--- src/rtl/jtframe_ba_pkg.sv ---
// Shared types and helpers for the four-bank SDRAM responder.
package jtframe_ba_pkg;

  localparam int NBANK = 4;

  typedef logic [1:0] bank_t;

  typedef enum logic [1:0] {
    IDLE = 2'd0,
    REQ  = 2'd1,
    DATA = 2'd2
  } state_t;

  // One-hot strobe vector for a bank index.
  function automatic logic [NBANK-1:0] bank_onehot(input bank_t b);
    return {{(NBANK-1){1'b0}}, 1'b1} << b;
  endfunction

endpackage

--- src/rtl/jtframe_ba_rr.sv ---
// Four-way round-robin picker: first requesting bank after `last`, wrapping 3->0.
module jtframe_ba_rr
  import jtframe_ba_pkg::*;
(
  input  logic [NBANK-1:0] req,
  input  bank_t            last,
  output bank_t            winner,
  output logic             valid
);

  bank_t idx_s;

  // Scan banks last+1 .. last+4 and keep the first one that is requesting.
  always_comb begin
    winner = 2'd0;
    valid  = 1'b0;
    idx_s  = last;
    for (int k = 1; k <= NBANK; k++) begin
      idx_s = last + bank_t'(k);
      if (!valid && req[idx_s]) begin
        winner = idx_s;
        valid  = 1'b1;
      end else begin
        valid  = valid;
      end
    end
  end

endmodule

--- src/rtl/jtframe_ba_responder.sv ---
// Responder for the four-bank request interface: arbitrates bank requests
// round-robin, forwards one at a time to a burst memory port and returns
// the per-bank ack/dst/dok/rdy strobes with shared read data.
module jtframe_ba_responder
  import jtframe_ba_pkg::*;
#(
  parameter int AW    = 22,
  parameter int BURST = 2
) (
  input  logic              clk,
  input  logic              rst_n,
  input  logic [AW-1:0]     ba0_addr,
  input  logic [AW-1:0]     ba1_addr,
  input  logic [AW-1:0]     ba2_addr,
  input  logic [AW-1:0]     ba3_addr,
  input  logic [NBANK-1:0]  ba_rd,
  input  logic              ba_wr,
  input  logic [15:0]       ba0_din,
  input  logic [1:0]        ba0_din_m,
  output logic [NBANK-1:0]  ba_ack,
  output logic [NBANK-1:0]  ba_dst,
  output logic [NBANK-1:0]  ba_dok,
  output logic [NBANK-1:0]  ba_rdy,
  output logic [15:0]       data_read,
  output logic              mem_req,
  output logic              mem_we,
  output logic [AW-1:0]     mem_addr,
  output logic [15:0]       mem_din,
  output logic [1:0]        mem_dsn,
  input  logic              mem_gnt,
  input  logic              mem_dvalid,
  input  logic [15:0]       mem_dout
);

  localparam int            CW        = $clog2(BURST) + 1;
  localparam logic [CW-1:0] LAST_WORD = CW'(BURST - 1);

  state_t             state_r;
  bank_t              bank_r;
  bank_t              last_r;
  logic               we_r;
  logic [CW-1:0]      cnt_r;
  logic               mem_req_r;
  logic               mem_we_r;
  logic [AW-1:0]      mem_addr_r;
  logic [15:0]        mem_din_r;
  logic [1:0]         mem_dsn_r;
  logic [15:0]        data_read_r;
  logic [NBANK-1:0]   ba_ack_r;
  logic [NBANK-1:0]   ba_dst_r;
  logic [NBANK-1:0]   ba_dok_r;
  logic [NBANK-1:0]   ba_rdy_r;

  bank_t              winner_s;
  logic               valid_s;
  logic [AW-1:0]      pick_addr_s;

  jtframe_ba_rr u_rr (
    .req    (ba_rd),
    .last   (last_r),
    .winner (winner_s),
    .valid  (valid_s)
  );

  // Address of the bank the picker would grant this cycle.
  always_comb begin
    pick_addr_s = ba0_addr;
    case (winner_s)
      2'd0:    pick_addr_s = ba0_addr;
      2'd1:    pick_addr_s = ba1_addr;
      2'd2:    pick_addr_s = ba2_addr;
      2'd3:    pick_addr_s = ba3_addr;
      default: pick_addr_s = ba0_addr;
    endcase
  end

  // Request FSM with latched command and registered per-bank strobes.
  // The cycle carrying ba_rdy is not used for arbitration, so a bank that
  // keeps ba_rd high is only seen as a new request the cycle after.
  always_ff @(posedge clk) begin
    if (!rst_n) begin
      state_r     <= IDLE;
      bank_r      <= 2'd0;
      last_r      <= 2'd3;
      we_r        <= 1'b0;
      cnt_r       <= {CW{1'b0}};
      mem_req_r   <= 1'b0;
      mem_we_r    <= 1'b0;
      mem_addr_r  <= {AW{1'b0}};
      mem_din_r   <= 16'h0000;
      mem_dsn_r   <= 2'b00;
      data_read_r <= 16'h0000;
      ba_ack_r    <= 4'b0000;
      ba_dst_r    <= 4'b0000;
      ba_dok_r    <= 4'b0000;
      ba_rdy_r    <= 4'b0000;
    end else begin
      ba_ack_r <= 4'b0000;
      ba_dst_r <= 4'b0000;
      ba_dok_r <= 4'b0000;
      ba_rdy_r <= 4'b0000;
      case (state_r)
        IDLE: begin
          if (valid_s && (ba_rdy_r == 4'b0000)) begin
            bank_r     <= winner_s;
            we_r       <= (winner_s == 2'd0) & ba_wr;
            mem_we_r   <= (winner_s == 2'd0) & ba_wr;
            mem_addr_r <= pick_addr_s;
            mem_din_r  <= ba0_din;
            mem_dsn_r  <= ba0_din_m;
            mem_req_r  <= 1'b1;
            state_r    <= REQ;
          end else begin
            state_r    <= IDLE;
          end
        end
        REQ: begin
          if (mem_gnt) begin
            mem_req_r <= 1'b0;
            ba_ack_r  <= bank_onehot(bank_r);
            last_r    <= bank_r;
            cnt_r     <= {CW{1'b0}};
            if (we_r) begin
              ba_rdy_r <= bank_onehot(bank_r);
              state_r  <= IDLE;
            end else begin
              state_r  <= DATA;
            end
          end else begin
            state_r <= REQ;
          end
        end
        DATA: begin
          if (mem_dvalid) begin
            data_read_r <= mem_dout;
            ba_dok_r    <= bank_onehot(bank_r);
            cnt_r       <= cnt_r + {{(CW-1){1'b0}}, 1'b1};
            if (cnt_r == {CW{1'b0}}) begin
              ba_dst_r <= bank_onehot(bank_r);
            end else begin
              ba_dst_r <= 4'b0000;
            end
            if (cnt_r == LAST_WORD) begin
              ba_rdy_r <= bank_onehot(bank_r);
              state_r  <= IDLE;
            end else begin
              state_r  <= DATA;
            end
          end else begin
            state_r <= DATA;
          end
        end
        default: begin
          state_r   <= IDLE;
          mem_req_r <= 1'b0;
        end
      endcase
    end
  end

  assign ba_ack    = ba_ack_r;
  assign ba_dst    = ba_dst_r;
  assign ba_dok    = ba_dok_r;
  assign ba_rdy    = ba_rdy_r;
  assign data_read = data_read_r;
  assign mem_req   = mem_req_r;
  assign mem_we    = mem_we_r;
  assign mem_addr  = mem_addr_r;
  assign mem_din   = mem_din_r;
  assign mem_dsn   = mem_dsn_r;

endmodule

--- config.mk ---
export PLATFORM = sky130hd
export DESIGN_NAME = jtframe_ba_responder
export DESIGN_NICKNAME = d
export VERILOG_FILES = /design/src/rtl/jtframe_ba_pkg.sv /design/src/rtl/jtframe_ba_rr.sv /design/src/rtl/jtframe_ba_responder.sv
export SDC_FILE = /design/constraint.sdc
export NUM_CORES = 1
export LEC_CHECK = 0
export ABC_AREA = 1
export CAP_MARGIN = 40
export CELL_PAD_IN_SITES_DETAIL_PLACEMENT = 0
export CELL_PAD_IN_SITES_GLOBAL_PLACEMENT = 1
export CORE_ASPECT_RATIO = 0.5
export CORE_MARGIN = 3
export CORE_UTILIZATION = 24
export CTS_CLUSTER_DIAMETER = 120
export DETAILED_ROUTE_END_ITERATION = 8
export MAX_ROUTING_LAYER = met4
export PLACE_DENSITY_LB_ADDON = 0.25
export REMOVE_ABC_BUFFERS = 1
export SETUP_SLACK_MARGIN = 0.05
export SLEW_MARGIN = 10
export SYNTH_ARGS = -nofsm -noshare
export SYNTH_HDL_FRONTEND = slang
export SYNTH_SLANG_ARGS = --single-unit
export TNS_END_PERCENT = 10
--- constraint.sdc ---
create_clock -name clk -period 1.8 [get_ports clk]
set_input_delay 0.27 -clock clk [delete_from_list [all_inputs] [get_ports clk]]
set_output_delay 0.27 -clock clk [all_outputs]
set_load 0.02 [all_outputs]
==> results of run 1 <==
[final cells by class]
cell class,instances,area [um2],area share [%]
Inverter,80,310,4.40
Tap cell,227,284,4.03
Sequential cell,82,1640,23.3
Clock buffer,10,229,3.25
Multi-Input combinational cell,427,2060,29.3
Timing Repair Buffer,243,2460,35.0
Clock inverter,6,51.3,0.728
[worst reg2reg max path, stage by stage (launching register included)]
cell	delay, ns
dfxtp_2	0.33
buf_12	0.14
inv_6	0.08
nand2_1	0.06
nand2_2	0.11
nand3_1	0.10
nand2_2	0.10
nand3b_1	0.18
nand3_4	0.13
nor2_4	0.17
buf_12	0.18
nand2_1	0.08
nand2_1	0.05
inv_1	0.04
nand2_1	0.08
a21oi_2	0.05
[where the power goes]
group | internal, mW | total [mW] | switching, mW
logic | 2.20 | 4.93 | 2.73
registers | 2.23 | 2.45 | 0.219
clock network | 0.953 | 1.76 | 0.809
[what timing repair did]
item	in CTS	in global routing
setup buffers	2	0
gates cloned	1	0
gates resized for setup	11	19
pin swaps	10	4
endpoints found under the setup margin	45	46
[logic make-up after synthesis]
logic type | share of synthesized area (%)
AOI/OAI and AO/OA | 12.6
adders and majority gates | 1.81
buffers and inverters | 12.3
DFF | 39.6
and+or+nand+nor | 33.7
[registers in the layout, indices dropped and copies added (netlist names)]
name,flops
ba_rdy,4
ba_dok,4
mem_addr,22
bank_r,2
mem_req,1
mem_din,16
data_read,16
ba_dst,4
mem_we,1
last_r,2
mem_dsn,2
state_r,2
ba_ack,4
cnt_r,2
[cell usage after synthesis, types with 2 or more instances]
library cell    n
a211oi_1        2
nand3_1        63
inv_2           2
buf_2           7
nand2_1       137
o22ai_1         2
o211ai_1        2
nor2_1        106
dfxtp_1        82
ha_1            6
inv_1          74
nand4_1         6
a21oi_1        14
clkbuf_1       13
buf_6           4
o21ai_0        45
clkinv_1        3
o21ai_1         9
buf_4          10
a21oi_2        15
nand2_2        10
nor2_2          3
[cells in the final DEF (no fill, tap or decap), types with 6 or more instances in the layout]
master and instances:
inv_1 74, nand3_1 63, nand4_1 6, clkdlybuf4s50_1 204, nand2_1 132, nor2_1 105
clkbuf_16 9, buf_4 28, a21oi_1 14, o21ai_0 42, dfxtp_1 80, o21ai_1 12
nand2_2 11, a21oi_2 15, buf_12 8, ha_1 6
[final timing paths]
check	to	start	depth (start not counted)	slack (ns)
setup / recovery	mem_addr[9]	last_r[0]	15	-0.19
hold / removal	mem_addr[6]	mem_addr[6]	2	0.47
setup reg to reg	mem_addr[9]	last_r[0]	15	-0.19
hold reg to reg	mem_addr[6]	mem_addr[6]	2	0.47
[per-layer routing]
layer / track usage, % / vias up / part of all wire (%)
li1: - / 2394 / -
met1: 19.3 / 2021 / 46
met2: 25.0 / 120 / 47
met3: 3.94 / 13 / 6.1
met4: 3.61 / 0 / 1.2
met5: - / - / 0
==> results.yml, run 1 <==
timing:
  finalSetupViolCount: 23
  slew_viol_final: 0
  finalCriticalPeriod_ns: 1.99
  fin_ws_ns: -0.188
  hold_viol_final: 0
  relSlewSlack_pct: 75.8
  rsz0062_at_grt: "true"
  worst_pin_slew_ns: 0.363
  finalCritPeriodShare_pct: 110
  timing.hold.ws_ns: 0.467
  fmax_mhz: 503
  final.setup.tns_ns: -3.71
  skew_ns: 0.00829
floorplanning:
  ios: 205
  core_um2: 16600
  die_w_um: 192
  row_count: 33
  die_h_um: 98.9
  start_util_pct: 24.9
  die_area_um2: 19000
outcome:
  outcome: "finished with violations"
  violations: "setup timing"
place:
  port_buffers: 204
  dp_slack_ns: -0.448
  dp_cells: 1056
  placed_cell_area_um2: 6610
  routabilityCongestion: 0.796
  dp_hpwl_mm: 10.5
finish:
  diodes: 0
  fillCellCount: 1752
  fin_cells: 1075
  design_area_um2: 7040
  area_delta_synth_final_pct: 69.9
  nets: 980
  drive_gt1_share_pct: 11.9
  fin_util_pct: 42.3
global_route:
  grt_max_degree: 38
  grtUsageTotal_pct: 15.4
  antenna_found_initial: 0
  grt_overflow: 0
  grt_pass1_vias: 4429
  grt_pass1_wl_mm: 22.6
logic_synthesis:
  ys_types: 30
  ys.flop_type: "dfxtp_1"
  ys_ff_latch: 82
  synth_top_area_share_pct: 39.6
  syn-cell-area_um2: 4150
  synthTopCellsByArea: "dfxtp_1 40%, nand2_1 12%, nor2_1 9.6%, nand3_1 7.6%, inv_1 6.7%"
  yosys.area.top_type: "dfxtp_1"
  ys.warnings.count: 0
  async_flop_share_pct: 0
  avgSynthCellArea_um2: 6.66
  synth_edf_count: 0
  synth_cells: 623
  ys_seq_area_share_pct: 39.6
clock_network:
  cts_tree: "built"
  clock-sinks: 82
  cts_root_buf: "clkbuf_16"
  cts_made_buffers: 9
  clock_latency_ns: 0.34
  hold_buffers: 0
  clkSlewWorstSetupHoldPaths_ns: 0.07
  cts_buffer_depth: 2
  cts_max_level: 3
routing:
  route.detailed.drc: 0
  drtIter0Drc: 114
  final_antenna_net_count: 0
  vias: 4548
  drt-total-wl_mm: 14.3
  first_pass_iters: 4
  vias_per_cell: 4.23
  drt-wirelength-per-cell_um: 13.3
worst_setup_path:
  worst_path_largest_cell_delay_ns: 0.33
  crit_chain: "buf_12 > inv_6 > nand2_1 > nand2_2 > nand3_1 > nand2_2 > nand3b_1 > nand3_4 > nor2_4 > buf_12 > nand2_1 > nand2_1 > inv_1 > nand2_1 > a21oi_2"
  cp-end-kind: "flip-flop"
  path_delay_family: "simple AND/OR/NAND/NOR gates"
  crit_top_cell: "nand2_1"
  path_class: "flip-flop to flip-flop"
  cp.arrival_ns: 2.21
  startpoint_type: "flip-flop"
  critPathSlowestCell: "dfxtp_2"
  required_ns: 2.02
  worstPathMaxFanout: 24
  critPathBufInv: 4
power:
  p_total_mw: 9.14
  power.density_nw_per_um2: 1300
  irDropWorstVdd_mv: 0.555
  leakage_nw: 3.07
run:
  maxCapViolations: 0
min_path:
  hp-class: "flip-flop to flip-flop"
Note: power is estimated with default switching activity, not from simulation.
==> run 2, diff against run 1 <==
Settings changed: SLEW_MARGIN 10 to 25.
==> results of run 2 <==
No change in the layout: final DEF, timing and power equal those of run 1.
==> run 3, diff against run 2 <==
Settings changed: CORE_MARGIN 3 to not set, GPL_TIMING_DRIVEN set to 0.
==> results.yml, run 3 (synthesis results as in run 1) <==
clock_network:
  cts_root_buf: "clkbuf_16"
  cts_made_buffers: 9
  cts_max_level: 3
  cts_buffer_depth: 2
  clock-sinks: 82
  clkSlewWorstSetupHoldPaths_ns: 0.07
  cts_tree: "built"
  clock_latency_ns: 0.34
place:
  port_buffers: 204
  dp_slack_ns: -1.63
  placed_cell_area_um2: 6350
  dp_cells: 1023
  dp_hpwl_mm: 9.29
  routabilityCongestion: 0.791
timing:
  finalSetupViolCount: 43
  slew_viol_final: 0
  hold_viol_final: 0
  finalCriticalPeriod_ns: 2.03
  rsz0062_at_grt: "true"
  final.setup.tns_ns: -5.91
  worst_pin_slew_ns: 0.625
  relSlewSlack_pct: 58.3
  fmax_mhz: 494
  skew_ns: 0.0115
  fin_ws_ns: -0.226
  finalCritPeriodShare_pct: 113
global_route:
  grtUsageTotal_pct: 17.8
  grt_pass1_wl_mm: 23.3
  antenna_found_initial: 0
  grt_max_degree: 31
  grt_pass1_vias: 4267
  grt_overflow: 0
floorplanning:
  die_area_um2: 17800
  die_h_um: 94.9
  row_count: 33
  ios: 205
  start_util_pct: 24.9
  core_um2: 16600
  die_w_um: 188
worst_setup_path:
  cp-end-kind: "flip-flop"
  crit_chain: "buf_6 > nand2_2 > nand2_2 > nand2_4 > nand2_4 > nor2_4 > nand3b_1 > nand2_2 > nor2_4 > buf_6 > nor2_4 > nand2_1 > nand2_1 > nand2_1 > a21oi_2"
  worst_path_largest_cell_delay_ns: 0.38
  required_ns: 2.07
  worstPathMaxFanout: 6
  startpoint_type: "flip-flop"
  cp.arrival_ns: 2.30
  critPathSlowestCell: "dfxtp_4"
  path_class: "flip-flop to flip-flop"
finish:
  final_cell_mix: "203 x clkdlybuf4s50_1, 125 x nand2_1, 93 x nor2_1"
  ff_latch_area_um2: 1650
  nets: 979
  diodes: 0
  mostFrequentLayoutCell: "clkdlybuf4s50_1"
  design_area_um2: 7280
  fin_cells: 1074
  multiInputGateArea_um2: 2270
  area_delta_synth_final_pct: 75.6
  drive_gt1_share_pct: 15.0
  largest_reg_flops: 22
  fillCellCount: 1705
outcome:
  outcome: "finished with violations"
  violations: "setup timing"
routing:
  vias: 4553
  drtIter0Drc: 182
  first_pass_iters: 5
  drt-wirelength-per-cell_um: 14.5
  drt-total-wl_mm: 15.6
  route.detailed.drc: 0
  vias_per_cell: 4.24
  final_antenna_net_count: 0
power:
  power.density_nw_per_um2: 1370
  p_total_mw: 9.98
  irDropWorstVdd_mv: 0.587
  leakage_nw: 3.14
run:
  maxCapViolations: 0
min_path:
  hp-class: "input port to flip-flop"
[run 3: critical path: cells and delay by family (launching register included)]
family | cells | cell delay, ns
buf+inv | 2 | 0.27
flops | 1 | 0.38
simple gates | 12 | 1.16
compound gates | 1 | 0.13
[run 3: cell type report]
cell class,count,share of cell area [%]
repair inverters,1,0.155
multi-input cells,434,31.1
clock buffers,10,3.28
repair buffers,234,33.2
clock inverters,6,0.979
flip-flops and latches,82,22.6
well taps,227,3.90
inverters,80,4.76
[run 3: what timing repair did]
item / CTS / global route
pin swaps: 15 / 18
buffers inserted: 21 / 5
setup endpoints to repair: 67 / 47
cloned: 8 / 1
hold buffers: 0 / 0
gates resized for setup: 39 / 37
[run 3: power breakdown]
group | switching (mW) | internal [mW]
clock network | 0.825 | 1.13
logic | 3.18 | 2.37
registers | 0.246 | 2.23
[run 3: final timing paths]
path                 from           end  slack (ns)  cells after the start
max reg2reg     last_r[0]   mem_addr[2]       -0.23                     15
min                 rst_n     last_r[0]        0.32                      2
min reg2reg  mem_addr[15]  mem_addr[15]        0.46                      2
max             last_r[0]   mem_addr[2]       -0.23                     15
[run 3: metal layers]
metal	vias up	GRT usage (%)	routed length, um
met3	17	4.35	775
li1	2399	-	-
met5	-	-	0
met1	2016	22.7	7530
met4	0	3.93	210
met2	121	28.6	7070
[run 3: per-stage QoR]
step           utilization, %  hold slack [ns]
2_1_floorplan               -            0.369
3_3_place_gp             37.7            0.452
3_5_place_dp             38.1            0.455
4_1_cts                  42.8            0.319
5_1_grt                  43.8            0.359
6_report                 43.8            0.321
